--- src/rtl/reg_alu_unit.sv ---
// Register file plus sequenced ALU with start/busy/done handshake and automatic writeback.
// Optional shift-add multiplier (alu_op 8) compiled in when REG_ALU_MUL_EN is defined.
module reg_alu_unit #(
  parameter int DATA_W  = 16,
  parameter int REG_CNT = 4,
  parameter int IMM_W   = 8,
  localparam int SEL_W  = $clog2(REG_CNT)
) (
  input  logic              clock,
  input  logic              reset_n,
  input  logic [DATA_W-1:0] memval,
  input  logic [DATA_W-1:0] pc,
  input  logic [DATA_W-1:0] sp,
  input  logic [IMM_W-1:0]  immediate,
  input  logic              wr_en,
  input  logic [SEL_W-1:0]  wr_sel,
  input  logic [1:0]        wr_src,
  input  logic [SEL_W-1:0]  rd_a_sel,
  input  logic [SEL_W-1:0]  rd_b_sel,
  output logic [DATA_W-1:0] rd_a_data,
  output logic [DATA_W-1:0] rd_b_data,
  input  logic              start,
  input  logic [3:0]        alu_op,
  input  logic              src_a,
  input  logic [1:0]        src_b,
  input  logic              wb_en,
  input  logic [SEL_W-1:0]  wb_sel,
  output logic              busy,
  output logic              done,
  output logic [DATA_W-1:0] result,
  output logic              overflow
);

  localparam int SH_W = $clog2(DATA_W);
  localparam int MSB  = DATA_W - 1;

  localparam logic [3:0] OP_ADD = 4'd0;
  localparam logic [3:0] OP_SUB = 4'd1;
  localparam logic [3:0] OP_AND = 4'd2;
  localparam logic [3:0] OP_OR  = 4'd3;
  localparam logic [3:0] OP_XOR = 4'd4;
  localparam logic [3:0] OP_SLL = 4'd5;
  localparam logic [3:0] OP_SRL = 4'd6;
  localparam logic [3:0] OP_SLT = 4'd7;
  localparam logic [3:0] OP_MUL = 4'd8;

  typedef enum logic [1:0] {IDLE, MUL, DONE} state_t;

  typedef struct packed {
    logic             wb_en;
    logic [SEL_W-1:0] wb_sel;
  } wb_req_t;

  state_t                        state;
  wb_req_t                       wb_q;
  logic [REG_CNT-1:0][DATA_W-1:0] rf;

  logic [DATA_W-1:0] imm_zext, imm_sext, op_a, op_b, wr_data;
  logic [DATA_W:0]   alu_out;
  logic              mul_req;

  assign rd_a_data = rf[rd_a_sel];
  assign rd_b_data = rf[rd_b_sel];

  assign imm_zext = {{(DATA_W-IMM_W){1'b0}}, immediate};
  assign imm_sext = {{(DATA_W-IMM_W){immediate[IMM_W-1]}}, immediate};

  always_comb begin
    op_a = src_a ? sp : rd_a_data;
    unique case (src_b)
      2'd0:    op_b = rd_b_data;
      2'd1:    op_b = imm_zext;
      2'd2:    op_b = imm_sext;
      default: op_b = {imm_sext[DATA_W-3:0], 2'b00};
    endcase
  end

  always_comb begin
    unique case (wr_src)
      2'd0:    wr_data = memval;
      2'd1:    wr_data = result;
      2'd2:    wr_data = imm_sext;
      default: wr_data = pc;
    endcase
  end

  // Single-cycle ops; returns {overflow, result}. Op 8 falls to the reserved default.
  function automatic logic [DATA_W:0] alu_eval(input logic [3:0] op,
                                               input logic [DATA_W-1:0] a,
                                               input logic [DATA_W-1:0] b);
    logic [DATA_W-1:0] r;
    logic              v;
    r = '0;
    v = 1'b0;
    unique case (op)
      OP_ADD: begin
        r = a + b;
        v = (a[MSB] == b[MSB]) && (r[MSB] != a[MSB]);
      end
      OP_SUB: begin
        r = a - b;
        v = (a[MSB] != b[MSB]) && (r[MSB] != a[MSB]);
      end
      OP_AND: r = a & b;
      OP_OR:  r = a | b;
      OP_XOR: r = a ^ b;
      OP_SLL: r = a << b[SH_W-1:0];
      OP_SRL: r = a >> b[SH_W-1:0];
      OP_SLT: r = {{(DATA_W-1){1'b0}}, ($signed(a) < $signed(b))};
      default: ;
    endcase
    return {v, r};
  endfunction

  assign alu_out = alu_eval(alu_op, op_a, op_b);

`ifdef REG_ALU_MUL_EN
  logic [2*DATA_W-1:0] acc, mcand, acc_nxt;
  logic [DATA_W-1:0]   mplier;
  logic [SH_W-1:0]     cnt;

  assign mul_req = (alu_op == OP_MUL);
  assign acc_nxt = acc + (mplier[0] ? mcand : '0);
`else
  assign mul_req = 1'b0;
`endif

  always_ff @(posedge clock or negedge reset_n) begin
    if (!reset_n) begin
      state    <= IDLE;
      busy     <= 1'b0;
      done     <= 1'b0;
      result   <= '0;
      overflow <= 1'b0;
      wb_q     <= '0;
`ifdef REG_ALU_MUL_EN
      acc      <= '0;
      mcand    <= '0;
      mplier   <= '0;
      cnt      <= '0;
`endif
    end else begin
      unique case (state)
        IDLE: begin
          done <= 1'b0;
          if (start) begin
            wb_q <= '{wb_en: wb_en, wb_sel: wb_sel};
            busy <= 1'b1;
            if (mul_req) begin
              state <= MUL;
`ifdef REG_ALU_MUL_EN
              acc    <= '0;
              cnt    <= '0;
              mcand  <= {{DATA_W{1'b0}}, op_a};
              mplier <= op_b;
`endif
            end else begin
              result   <= alu_out[DATA_W-1:0];
              overflow <= alu_out[DATA_W];
              state    <= DONE;
              done     <= 1'b1;
            end
          end
        end
`ifdef REG_ALU_MUL_EN
        MUL: begin
          // Last step loads the product on the same edge, so done lands DATA_W+1 after start.
          acc    <= acc_nxt;
          mcand  <= mcand << 1;
          mplier <= mplier >> 1;
          cnt    <= cnt + 1'b1;
          if (cnt == SH_W'(DATA_W - 1)) begin
            result   <= acc_nxt[DATA_W-1:0];
            overflow <= |acc_nxt[2*DATA_W-1:DATA_W];
            state    <= DONE;
            done     <= 1'b1;
          end
        end
`endif
        DONE: begin
          done  <= 1'b0;
          busy  <= 1'b0;
          state <= IDLE;
        end
        default: begin
          done  <= 1'b0;
          busy  <= 1'b0;
          state <= IDLE;
        end
      endcase
    end
  end

  // Writeback is assigned last so it overrides a host write to the same register.
  always_ff @(posedge clock or negedge reset_n) begin
    if (!reset_n) begin
      rf <= '0;
    end else begin
      if (wr_en)
        rf[wr_sel] <= wr_data;
      if (state == DONE && wb_q.wb_en)
        rf[wb_q.wb_sel] <= result;
    end
  end

endmodule

--- config.mk ---
export PLATFORM = sky130hd
export DESIGN_NAME = reg_alu_unit
export DESIGN_NICKNAME = d
export VERILOG_FILES = /design/src/rtl/reg_alu_unit.sv
export SDC_FILE = /design/constraint.sdc
export NUM_CORES = 1
export LEC_CHECK = 0
export ABC_AREA = 1
export BUFFER_PORTS_ARGS = -buffer_cell sky130_fd_sc_hd__buf_2
export CORE_UTILIZATION = 60
export DETAILED_ROUTE_END_ITERATION = 6
export PLACE_DENSITY = 0.8
export REMOVE_ABC_BUFFERS = 1
export SYNTH_ARGS = -nofsm -noshare
export SYNTH_HDL_FRONTEND = slang
export SYNTH_SLANG_ARGS = --single-unit
--- constraint.sdc ---
create_clock -name clock -period 6.3 [get_ports clock]
set_clock_uncertainty 0.1 [all_clocks]
set_input_delay 1.89 -clock clock [delete_from_list [all_inputs] [get_ports clock]]
set_output_delay 1.89 -clock clock [all_outputs]
set_load 0.02 [all_outputs]
After elaboration in Yosys (flattened, before gate mapping)
Cells that the tools add are included.

storage, ports and cells
  register bits after elaboration = 88
  bits in latches = 0
  memory bits (writable) = 0
  memory bits (read-only) = 0
  bits of input ports = 78
  output and inout bits = 51
  word-level logic and storage cells = 75
  memories kept = 0

cells by class
  add/subtract/negate cells = 2
  multipliers = 0
  div/mod/pow operators = 0
  magnitude comparators = 7
  equality and inequality tests = 17
  shifts and indexed selects = 2
  muxes and demuxes = 23
  bitwise gates (word level) = 3
  reduce and logical (&&, ||, !) cells = 10

operator list
  kind                                                               number
  bitwise mux 64 bit                                                 2
  2-to-1 mux 64 bit                                                  2
  one-hot mux 16 bit (8 select lines)                                1
  one-hot mux 16 bit (3 select lines)                                2
  2-to-1 mux 16 bit                                                  5
  binary-select mux 16 bit (select 2 bit)                            2
  demux 16 bit (select 2 bit)                                        2
  adder 16 bit                                                       1
  AND 16 bit                                                         1
  equality test 4 x 3 -> 1 bit, second input constant                4
  < comparator 16 bit                                                1
  bitwise OR 16 bit                                                  1
  left shift 16 x 4 -> 16 bit                                        1
  right shift 16 x 4 -> 16 bit                                       1
  subtractor 16 bit                                                  1
  bitwise XOR 16 bit                                                 1
  < comparator 2 x 3 -> 1 bit, second input constant                 4
  equality test 4 x 2 -> 1 bit, second input constant                2
  equality test 2 bit, second input constant                         3
  logical NOT 2 bit                                                  3
  logical AND 1 bit                                                  5
  equality test 2 x 1 -> 1 bit, second input constant                2
  equality test 4 x 1 -> 1 bit, second input constant                1
  greater-or-equal comparator 2 x 1 -> 1 bit, second input constant  2
  8 further kinds                                                    14

Longest topological paths before layout
  word-level depth = 8
  mapped depth = 25
  depth with buffers taken out = 23

Least setup slack after synthesis
Ideal clock, no wire load.

  kind = input to output
  from = in rd_b_sel[1]
  to = out rd_b_data[6]
  data arrival time = 2.856 ns
  data required time = 4.310 ns
  path slack = 1.454 ns
  stages = 5
  path buffers = 2
  path through = buf_2 -> inv_1 -> clkbuf_1 -> o21ai_0 -> o22ai_1

on the way
  cells in the longest elaborated chain, start to end = 2

RTL lines
  what                                     line  RTL
  start, declared                          19    input logic [SEL_W-1:0] rd_b_sel,
  binary-select mux 16 bit (select 2 bit)  63    assign rd_b_data = rf[rd_b_sel];
  2-to-1 mux 16 bit (not written as such)  63
  end, declared                            21    output logic [DATA_W-1:0] rd_b_data,

Every way passes these cells. The select of a mux whose other input is x is not followed.

Worst setup path after layout
  from = in rd_b_sel[0]
  to = out rd_b_data[10]

The elaborated chain is that of the path after synthesis.

==> results.md <==
* Final net count at 1724
* Filler instances at 1348
* Die area at 15900 µm²
* Min Tclk post-route at 5.45 ns
* Synth cell count leaders: nand2_1 (387), nand3_1 (193), inv_1 (147)
* 1st-iter DRT viols at 1980
* Worst path cell trace: buf_2, inv_2, buf_4, o21ai_0, o22ai_1, buf_2
* Synth unique cells at 47
* Cell Pwr Density at 265 nW/µm²
* I/O pins at 129
* Register area share after synthesis at 23.3%
* Synth Cell Area at 9230 µm²
* Area grow syn2layout at 10.7%
* Yosys warns at 0
* Cells after Synth at 1514
* Pre-CTS setup slack at 0.778 ns
* CTS tree: done
* Top-count cell post-synth: nand2_1
* Worst Path Max Fanout at 22
* Crit path DAT at 3.46 ns
* Leading area contributor after synthesis: dfrtp_1
* Final Hold Vio Count at 0
* Antenna cells at 0
* Critical Path Start Type: primary input
* Hold-fix buffers at CTS at 0
* Num CTS Buffers at 9
* Post-CTS Resized at 0
* Max incr delay on CP at 0.38 ns
* Max-slew violations at 0
* Setup Buffers After CTS at 0
* DR vias at 11700
* CP Capture Type: output pin
* Global-route wire length before repair at 56900 µm
* # H-tree levels at 3
* Die height at 126 µm
* Setup_tns at 0 ns
* Worst slew pin tran at 1.25 ns
* Clock transition at the registers of the reported paths at 0.07 ns
* Row Count at 44
* Fmax at 183 MHz
* Largest delay share family, worst path: buffers and inverters
* Max stage delay cell, worst path: o22ai_1
* Die width at 126 µm
* RSZ-0062 raised after global routing: no
* Share of cells above drive strength 1 at 13.4%
* Crit path buf inv count at 4
* Hold crit path type: reg2reg
* CP most frequent cell: buf_2
* Root buffer cell: clkbuf_16
* Number of synthesized flops with an enable pin at 0
* RePlAce Congestion at 1.00
* Primary FF master, synth: dfrtp_1
* Final Cell Area at 10200 µm²
* DRC violations left at 0
* Worst VDD drop at 0.202 mV
* Status: finished clean
* Area contributors post-synth: dfrtp_1 (23%), nand2_1 (16%), nand3_1 (10%)
* Clock Sinks at 86
* Initial antenna violation count at 0
* Final ANT Viol Nets at 0
* Period utilization at 86.5%
* Leak Pwr at 0.00521 µW
* Area of the core at 14800 µm²
* DP Area at 9890 µm²
* WS Path Type: in2out
* Final setup fails at 0
* Routed vias/inst at 6.57
* Skew-Pair Late Insertion Delay at 0.36 ns
* First-pass DRT Iterations at 7
* Syn_area_per_cell at 6.10 µm²
* Hold slack final at 0.392 ns
* DRT Wirelength at 36100 µm
* PnR worst setup slack at 0.850 ns
* PortBufs at 128
* Global Route Usage Sum at 46.2%
* Rel. slew slack at 16.5%
* Flops & latches, synth at 86
* Total gr overflow at 0
* Drt wl/cell at 20.2 µm
* Max clock buf depth at 2
* CP Data Required Time at 4.31 ns
* Post-synthesis async set-or-reset flop share at 100%
* DPL Wire Length at 26200 µm
* R2R Setup Slk at 2.69 ns
* Largest net degree at the start of global routing at 57
* Initial core utilization at 62.6%
* Number of global-route vias before repair at 10800
* Area share of the largest cell type after synthesis at 23.3%
* Max-cap viol count at 0
[worst reg2reg max path, stage by stage (launching register included)]
cell,delay (ns)
dfrtp_1,0.42
o21ai_0,0.20
o22ai_1,0.16
or2_2,0.29
nand3_1,0.19
inv_1,0.08
ha_1,0.39
nor2_1,0.20
inv_1,0.08
nor2_1,0.33
nand4_1,0.22
nand3_1,0.21
a21oi_1,0.08
o21ai_0,0.11
nand2_1,0.10
inv_1,0.06
nand2_1,0.04
nor2_1,0.08
nand2_1,0.05
nand2_1,0.05
nand2_1,0.05
[through the flow]
| stage | utilization (%) | total power (µW) | cells |
|---|---|---|---|
| 2_1_floorplan | - | 1630 | 1434 |
| 3_3_place_gp | 67.1 | 2050 | 1767 |
| 3_5_place_dp | 67.1 | 2060 | 1767 |
| 4_1_cts | 69.2 | 2640 | 1783 |
| 5_1_grt | 69.2 | 2860 | 1783 |
| 6_report | 69.2 | 2710 | 1783 |
[final timing paths]
kind                              from             to  depth (start not counted)
hold / removal                state[1]       state[1]                          1
setup / recovery           rd_b_sel[0]  rd_b_data[10]                          6
setup reg to reg                rf[39]     result[10]                         20
hold reg to reg               state[1]       state[1]                          1
min in group asynchronous      reset_n         rf[61]                          1
max in group asynchronous      reset_n          rf[0]                          2
[placed cells by master (no fill, tap or decap), types with 10 or more instances in the layout]
cell / n
ha_1: 50
o211ai_1: 17
nand4_1: 13
inv_1: 147
o21ai_0: 126
nand3_1: 193
dfrtp_1: 86
or2_2: 18
nor2_1: 145
o2111ai_1: 10
buf_2: 127
buf_4: 22
a21oi_1: 56
nand2_1: 387
o22ai_1: 93
[state kept, by name, indices dropped and copies added (netlist names)]
register and flops:
result 16, overflow 1, rf 64, state 1, wb_q 3, done 1
[kinds of logic (layout without fill, tap and decap cells)]
family	after synthesis	after routing	synth area share, %
simple gates	792	792	36.8
fa+ha+maj	52	52	7.21
flops	86	86	23.3
xor+xnor	2	2	0.190
compound gates	341	341	21.7
buf+inv	241	326	10.8
[per-layer routing]
metal | global-route usage [%] | vias to the layer above | part of all wire (%)
met1 | 62.6 | 5238 | 38
met2 | 66.3 | 1038 | 41
li1 | - | 5259 | -
met5 | 0 | - | 0
met3 | 14.9 | 187 | 16
met4 | 22.4 | 0 | 5.1
[final cells by class]
type | instances | area (µm²) | share of cell area, %
sequential | 86 | 2150 | 21.1
tap | 184 | 230 | 2.25
clock inverter | 7 | 93.8 | 0.919
clock buffer | 9 | 225 | 2.21
multi-input combinational | 1187 | 6100 | 59.8
inverter | 161 | 607 | 5.94
timing repair buffer | 149 | 801 | 7.84
[power breakdown]
group	leakage, µW	total (µW)	switching [µW]	internal [µW]
registers	0.00102	805	121	684
logic	0.00403	1310	905	410
clock network	0.000152	587	268	318
total	0.00521	2710	1290	1410
Note: power is estimated with default switching activity, not from simulation.
